==> src/rtl/axil_rd_router_pkg.sv <==
// Shared types and constants for the AXI-Lite read-address router.
package axil_rd_router_pkg;

  typedef enum logic [1:0] {
    IDLE = 2'd0,
    ADDR = 2'd1,
    RESP = 2'd2,
    ERR  = 2'd3
  } state_t;

  localparam logic [1:0] RESP_OKAY   = 2'b00;
  localparam logic [1:0] RESP_SLVERR = 2'b10;
  localparam logic [1:0] RESP_DECERR = 2'b11;

  localparam int unsigned ERR_CNT_W = 16;

endpackage

==> src/rtl/axil_addr_match.sv <==
// Address window decoder: one-hot slave select, lowest matching index wins.
module axil_addr_match
  import axil_rd_router_pkg::*;
#(
  parameter int unsigned NUMBER_SLAVE   = 4,
  parameter int unsigned AXI_ADDR_WIDTH = 32,
  parameter logic [AXI_ADDR_WIDTH-1:0] OFFSET [NUMBER_SLAVE] = '{default: '0},
  parameter logic [AXI_ADDR_WIDTH-1:0] RANGE  [NUMBER_SLAVE] = '{default: AXI_ADDR_WIDTH'(1)}
) (
  input  logic [AXI_ADDR_WIDTH-1:0] addr,
  output logic [NUMBER_SLAVE-1:0]   sel,
  output logic                      illegal
);

  // One extra bit so a window ending exactly at the top of the space does not wrap.
  localparam int unsigned EXT_W = AXI_ADDR_WIDTH + 1;

  logic [EXT_W-1:0]        addr_ext;
  logic [NUMBER_SLAVE-1:0] hit;

  assign addr_ext = EXT_W'(addr);

  for (genvar g = 0; g < int'(NUMBER_SLAVE); g++) begin : g_win
    localparam logic [EXT_W-1:0] LO = EXT_W'(OFFSET[g]);
    localparam logic [EXT_W-1:0] HI = LO + EXT_W'(RANGE[g]);
    assign hit[g] = (RANGE[g] != '0) && (addr_ext >= LO) && (addr_ext < HI);
  end

  // Scan from the top so the lowest hit is the last one written.
  always_comb begin
    sel = '0;
    for (int i = int'(NUMBER_SLAVE) - 1; i >= 0; i--) begin
      if (hit[i]) begin
        sel    = '0;
        sel[i] = 1'b1;
      end
    end
  end

  assign illegal = ~|hit;

endmodule

==> src/rtl/axil_rd_addr_router.sv <==
// Single-outstanding AXI-Lite read router: decode AR, forward to one slave,
// return its R beat, or answer unmapped addresses locally with DECERR.
module axil_rd_addr_router
  import axil_rd_router_pkg::*;
#(
  parameter int unsigned NUMBER_SLAVE   = 4,
  parameter int unsigned AXI_ADDR_WIDTH = 32,
  parameter int unsigned AXI_DATA_WIDTH = 32,
  parameter logic [AXI_ADDR_WIDTH-1:0] AXI_ADDR_OFFSET [NUMBER_SLAVE] = '{default: '0},
  parameter logic [AXI_ADDR_WIDTH-1:0] AXI_ADDR_RANGE  [NUMBER_SLAVE] = '{default: AXI_ADDR_WIDTH'(1)},
  parameter logic [31:0] ERR_DATA = 32'hDEAD_BEEF
) (
  input  logic                                   aclk,
  input  logic                                   areset,
  input  logic [AXI_ADDR_WIDTH-1:0]              s_axil_araddr,
  input  logic [2:0]                             s_axil_arprot,
  input  logic                                   s_axil_arvalid,
  output logic                                   s_axil_arready,
  output logic [AXI_DATA_WIDTH-1:0]              s_axil_rdata,
  output logic [1:0]                             s_axil_rresp,
  output logic                                   s_axil_rvalid,
  input  logic                                   s_axil_rready,
  output logic [AXI_ADDR_WIDTH-1:0]              m_axil_araddr,
  output logic [2:0]                             m_axil_arprot,
  output logic [NUMBER_SLAVE-1:0]                m_axil_arvalid,
  input  logic [NUMBER_SLAVE-1:0]                m_axil_arready,
  input  logic [NUMBER_SLAVE*AXI_DATA_WIDTH-1:0] m_axil_rdata,
  input  logic [NUMBER_SLAVE*2-1:0]              m_axil_rresp,
  input  logic [NUMBER_SLAVE-1:0]                m_axil_rvalid,
  output logic [NUMBER_SLAVE-1:0]                m_axil_rready,
  output logic [ERR_CNT_W-1:0]                   err_count
);

  localparam int unsigned DW = AXI_DATA_WIDTH;
  localparam logic [DW-1:0] ERR_DATA_W = DW'(ERR_DATA);

  state_t state, state_d;

  logic [NUMBER_SLAVE-1:0]   match_sel;
  logic                      match_illegal;
  logic [NUMBER_SLAVE-1:0]   sel_q, sel_d;
  logic [AXI_ADDR_WIDTH-1:0] addr_q;
  logic [2:0]                prot_q;
  logic                      arready_q, arready_d;
  logic [NUMBER_SLAVE-1:0]   arvalid_q, arvalid_d;
  logic                      err_rvalid_q, err_rvalid_d;
  logic [DW-1:0]             err_rdata_q, err_rdata_d;
  logic [1:0]                err_rresp_q, err_rresp_d;
  logic [ERR_CNT_W-1:0]      err_cnt_q;
  logic [DW-1:0]             slv_rdata;
  logic [1:0]                slv_rresp;
  logic                      slv_rvalid;
  logic                      ar_hs;
  logic                      r_hs;

  axil_addr_match #(
    .NUMBER_SLAVE   (NUMBER_SLAVE),
    .AXI_ADDR_WIDTH (AXI_ADDR_WIDTH),
    .OFFSET         (AXI_ADDR_OFFSET),
    .RANGE          (AXI_ADDR_RANGE)
  ) u_match (
    .addr    (s_axil_araddr),
    .sel     (match_sel),
    .illegal (match_illegal)
  );

  assign ar_hs = s_axil_arvalid && arready_q;
  assign r_hs  = s_axil_rvalid && s_axil_rready;

  // State register
  always_ff @(posedge aclk) begin
    if (areset) state <= IDLE;
    else        state <= state_d;
  end

  // Next-state logic
  always_comb begin
    state_d = state;
    case (state)
      IDLE: if (ar_hs) state_d = match_illegal ? ERR : ADDR;
      ADDR: if (|(m_axil_arready & sel_q)) state_d = RESP;
      RESP: if (r_hs) state_d = IDLE;
      ERR:  if (s_axil_rready) state_d = IDLE;
    endcase
  end

  // Output logic: next values of registered outputs plus the combinational R path
  always_comb begin
    sel_d        = ar_hs ? match_sel : sel_q;
    arready_d    = (state_d == IDLE);
    arvalid_d    = (state_d == ADDR) ? sel_d : '0;
    err_rvalid_d = (state_d == ERR);
    err_rdata_d  = (state_d == ERR) ? ERR_DATA_W : '0;
    err_rresp_d  = (state_d == ERR) ? RESP_DECERR : RESP_OKAY;

    slv_rdata  = '0;
    slv_rresp  = RESP_OKAY;
    slv_rvalid = 1'b0;
    for (int i = 0; i < int'(NUMBER_SLAVE); i++) begin
      if (sel_q[i]) begin
        slv_rdata  = m_axil_rdata[i*DW +: DW];
        slv_rresp  = m_axil_rresp[i*2 +: 2];
        slv_rvalid = m_axil_rvalid[i];
      end
    end

    if (state == RESP) begin
      s_axil_rvalid = slv_rvalid;
      s_axil_rdata  = slv_rdata;
      s_axil_rresp  = slv_rresp;
      m_axil_rready = sel_q & {NUMBER_SLAVE{s_axil_rready}};
    end else begin
      s_axil_rvalid = err_rvalid_q;
      s_axil_rdata  = err_rdata_q;
      s_axil_rresp  = err_rresp_q;
      m_axil_rready = '0;
    end
  end

  // Datapath and registered outputs
  always_ff @(posedge aclk) begin
    if (areset) begin
      sel_q        <= '0;
      addr_q       <= '0;
      prot_q       <= '0;
      arready_q    <= 1'b0;
      arvalid_q    <= '0;
      err_rvalid_q <= 1'b0;
      err_rdata_q  <= '0;
      err_rresp_q  <= RESP_OKAY;
      err_cnt_q    <= '0;
    end else begin
      sel_q        <= sel_d;
      arready_q    <= arready_d;
      arvalid_q    <= arvalid_d;
      err_rvalid_q <= err_rvalid_d;
      err_rdata_q  <= err_rdata_d;
      err_rresp_q  <= err_rresp_d;
      if (ar_hs) begin
        addr_q <= s_axil_araddr;
        prot_q <= s_axil_arprot;
      end
      if ((state == ERR) && s_axil_rready && (err_cnt_q != '1))
        err_cnt_q <= err_cnt_q + ERR_CNT_W'(1);
    end
  end

  assign s_axil_arready = arready_q;
  assign m_axil_arvalid = arvalid_q;
  assign m_axil_araddr  = addr_q;
  assign m_axil_arprot  = prot_q;
  assign err_count      = err_cnt_q;

  a_arvalid_onehot: assert property (@(posedge aclk) disable iff (areset)
    $onehot0(m_axil_arvalid));
  a_rready_onehot: assert property (@(posedge aclk) disable iff (areset)
    $onehot0(m_axil_rready));
  a_rvalid_hold: assert property (@(posedge aclk)
    (!areset && s_axil_rvalid && !s_axil_rready) |=> (s_axil_rvalid || areset));

endmodule
==> config.mk <==
export PLATFORM = sky130hd
export DESIGN_NAME = axil_rd_addr_router
export DESIGN_NICKNAME = d
export VERILOG_FILES = /design/src/rtl/axil_rd_router_pkg.sv /design/src/rtl/axil_addr_match.sv /design/src/rtl/axil_rd_addr_router.sv
export SDC_FILE = /design/constraint.sdc
export NUM_CORES = 1
export LEC_CHECK = 0
export CAP_MARGIN = 5
export CORE_AREA = 3 3 107 109
export CTS_CLUSTER_DIAMETER = 150
export CTS_CLUSTER_SIZE = 8
export DETAILED_ROUTE_END_ITERATION = 10
export DIE_AREA = 0 0 110 112
export GPL_TIMING_DRIVEN = 0
export PLACE_DENSITY = 0.89
export RECOVER_POWER = 50
export SKIP_CTS_REPAIR_TIMING = 1
export SYNTH_ARGS = -nofsm -noshare
export SYNTH_HDL_FRONTEND = slang
export SYNTH_SLANG_ARGS = --single-unit
==> constraint.sdc <==
create_clock -name aclk -period 5.56 [get_ports aclk]
set_clock_uncertainty 0.2 [all_clocks]
set_input_delay 1.668 -clock aclk [delete_from_list [all_inputs] [get_ports aclk]]
set_output_delay 1.668 -clock aclk [all_outputs]
set_load 0.1 [all_outputs]
==> results of run 1 <==
## layout by cell type (no fill, tap or decap), types with 7 or more instances in the layout
cell	Yosys	routed
a221oi_1	34	34
clkdlybuf4s50_1	0	223
nor3_1	40	40
a21oi_1	101	101
nor2b_1	39	39
clkbuf_1	35	40
dlymetal6s2s_1	0	35
xnor2_1	13	13
nor4_1	13	13
nand3_1	9	9
nand2_1	79	79
clkbuf_8	0	10
nor2_1	25	25
dfxtp_1	63	63
and3_1	7	7
dlygate4sd3_1	0	19
## per-stage QoR
step / total power (W) / cells / hold slack, ns
4_1_cts: 0.001921 / 940 / 0.2556
5_1_grt: 0.001968 / 940 / 0.2677
6_report: 0.001905 / 940 / 0.2493
3_5_place_dp: 0.001580 / 925 / 0.2461
2_1_floorplan: 0.001234 / 508 / 0.3373
3_3_place_gp: 0.001575 / 925 / 0.2402
## cells by family after synthesis
| family | synth area share [%] |
|---|---|
| compound gates | 23.81 |
| fa+ha+maj | 0.3436 |
| xor+xnor | 3.368 |
| simple gates | 32.96 |
| flops | 34.64 |
| buf+inv | 4.880 |
## worst max-delay path by stage
stage                     slack [ns]               end  depth (start not counted)             start
after floorplan                 0.18     s_axil_rvalid                          3  m_axil_rvalid[1]
after global placement         -0.16     s_axil_rvalid                          5  m_axil_rvalid[1]
after detailed placement       -0.16     s_axil_rvalid                          5  m_axil_rvalid[0]
after CTS                      -0.17     s_axil_rvalid                          5  m_axil_rvalid[1]
after global routing            0.07  m_axil_rready[2]                          3     s_axil_rready
final                           0.13  m_axil_rready[2]                          3     s_axil_rready
## layer usage
metal,share of wire (%),track usage (%),wire length [um],vias up
met1,37,29.55,6433,2266
li1,-,-,-,2412
met4,5.0,15.71,860,4
met5,0.17,0,29,-
met3,10,9.449,1740,69
met2,47,44.34,8110,256
## area by class of cell
cell class	count	area [um2]
Tap cell	140	175.2
Multi-Input combinational cell	398	2197
Clock inverter	4	22.52
Timing Repair Buffer	277	2860
Inverter	1	3.754
Sequential cell	63	1261
Clock buffer	11	141.4
Fill cell	931	3862
Buffer	46	173.9
## registers in the layout (all words and copies together) (netlist names)
register / count
m_axil_araddr: 32
m_axil_arprot: 3
sel_q: 4
err_rresp_q: 1
s_axil_arready: 1
err_count: 16
m_axil_arvalid: 4
state: 2
## tightest hold or removal path, stage by stage (launching register included)
cell and delay [ns]:
dfxtp_1 0.30, nand2_1 0.05, a21oi_1 0.05
## power by group through the flow
| stage | logic [W] | clock network, W | registers (W) |
|---|---|---|---|
| final | 0.00107 | 0.000339 | 0.000497 |
| after global routing | 0.00110 | 0.000366 | 0.000501 |
| after global placement | 0.00107 | 0 | 0.000505 |
| after floorplan | 0.000555 | 0 | 0.000679 |
| after CTS | 0.00108 | 0.000348 | 0.000497 |
| after detailed placement | 0.00107 | 0 | 0.000507 |
==> impl_metrics.csv, run 1 <==
group,metric,value,unit
status,status,"completed",
cells_and_area,utilization,63.89,%
global_routing,globalRoute.totalOverflow,0,
routing,wl_per_cell,18.27,um
place,dp_hpwl,13560,um
pwr,seqPwrFrac,26.1,%
cells_and_area,nets,980,
pwr,pwr-share-comb,56.1,%
critical_path,r2r_cells,7,
critical_path,worstPathRequired,3.69,ns
flow_run,drv_cap,0,
timing,tns,0,ns
floorplanning,io_pins,278,
routing,ant_nets,0,
timing,relSlewSlack,23.69,%
critical_path,cp_max_fo,6,
routing,via_count,5007,
critical_path,slowest_delay,1.16,ns
pwr,p_per_area,278.7,mW/mm2
yosys,syn-num-nets,692,
global_routing,grt_pass1_vias,4900,
worst_hold_path,whs_path_depth,2,
routing,initialDrtViolationCount,333,
floorplanning,core,0.01070,mm2
timing,hold_violations,0,
clock_network,cts_buffers,9,
critical_path,rr_startpoint,"err_count[1]$_SDFFE_PP0P_",
routing,vias_per_cell,5.327,
floorplanning,rows,38,
worst_hold_path,holdPathEnd,"m_axil_araddr[8]$_SDFFE_PP0P_",
critical_path,rrSetupSlack,3.15,ns
floorplanning,start_util,34.04,%
place,dp_worst_setup_slack,-0.1622,ns
timing,rsz0062_at_grt,"no",
clock_network,cts_tree,"built",
pwr,switching_share,51.16,%
place,place_congestion,0.9420,
critical_path,startpoint_type,"primary input",
yosys,synth_seq_cells,63,
timing,finalCritPeriodShare,97.67,%
timing,setup_viol,0,
floorplanning,die_x,110,um
critical_path,slowest_stage,"clkdlybuf4s50_1",
place,dpl-instance-area,0.006589,mm2
critical_path,reg2reg_to,"err_count[10]$_SDFFE_PP0P_",
global_routing,grt_antenna_before_repair,2,
timing,worst_slack,0.1298,ns
yosys,synthFlopType,"dfxtp_1",
yosys,ys_seq_area_share,34.64,%
yosys,synth_area_per_cell,7.167,um2
pwr,p_int,0.0009303,W
yosys,ys_top_cells_by_area,"dfxtp_1 (35%), a21oi_1 (14%), a221oi_1 (8.2%)",
cells_and_area,antenna_cells,0,
critical_path,worstSetupPathType,"primary input to primary output",
yosys,yosysMostFrequentCell,"a21oi_1",
worst_hold_path,hp-class,"register to register",
pwr,p_leak,2.905,nW
cells_and_area,postLayoutCellArea,0.006835,mm2
critical_path,path_cells,"clkdlybuf4s50_1 -> and3_1 -> clkdlybuf4s50_1",
global_routing,grt_pass1_wl,25970,um
critical_path,critPathCaptureType,"primary output",
yosys,yosysUniqueCellTypes,35,
clock_network,clockRootBuffer,"clkbuf_8",
yosys,async_flop_share,0,%
critical_path,cp.arrival,3.56,ns
yosys,synth_cells,508,
cells_and_area,syn_to_final_growth,87.73,%
pwr,peakVddDrop,0.2117,mV
yosys,synth_area,0.003641,mm2
routing,finalWirelength,17170,um
pwr,p_clk_share,17.8,%
place,port_buffers,277,
critical_path,worstPathBufferInverterCount,2,
yosys,synth_common_cells,"a21oi_1 (101), nand2_1 (79), dfxtp_1 (63), nor3_1 (40), nor2b_1 (39)",
yosys,ys.warnings.count,0,
clock_network,clock-sinks,63,
floorplanning,die_h,112,um
timing,fmax,184.2,MHz
pwr,switchingPower,0.0009745,W
floorplanning,dieArea,0.01232,mm2
critical_path,cpMostUsedCell,"clkdlybuf4s50_1",
clock_network,cts_buffer_depth,2,
yosys,yosysTopAreaCellShare,34.64,%
worst_hold_path,worstHoldStart,"m_axil_araddr[8]$_SDFFE_PP0P_",
routing,drc,0,
global_routing,grt_use_total,26.97,%
yosys,synth-edff-count,0,
timing,maxSlewViolCount,0,
timing,tightest_slew,1.143,ns
routing,first_pass_iters,5,
clock_network,clkTransAtPathRegs,0.07,ns
clock_network,htree_levels,3,
clock_network,worstSkewPairLatency,0.34,ns
critical_path,cp_top_family,"buffers and inverters",
timing,period_needed,5.430,ns
cells_and_area,drive_above_1_share,2.000,%
global_routing,grt_max_degree,11,
yosys,yosysTopAreaCell,"dfxtp_1",
No activity file was read; power rests on OpenSTA's default activity.
==> run 2, diff against run 1 <==
--- a/config.mk
+++ b/config.mk
@@ -12,6 +12,7 @@
 export DETAILED_ROUTE_END_ITERATION = 10
 export DIE_AREA = 0 0 110 112
 export GPL_TIMING_DRIVEN = 0
+export HOLD_SLACK_MARGIN = 0.06
 export PLACE_DENSITY = 0.89
 export RECOVER_POWER = 50
 export SKIP_CTS_REPAIR_TIMING = 1
==> results of run 2 <==
The final DEF is identical to that of run 1; final timing and power are the same.
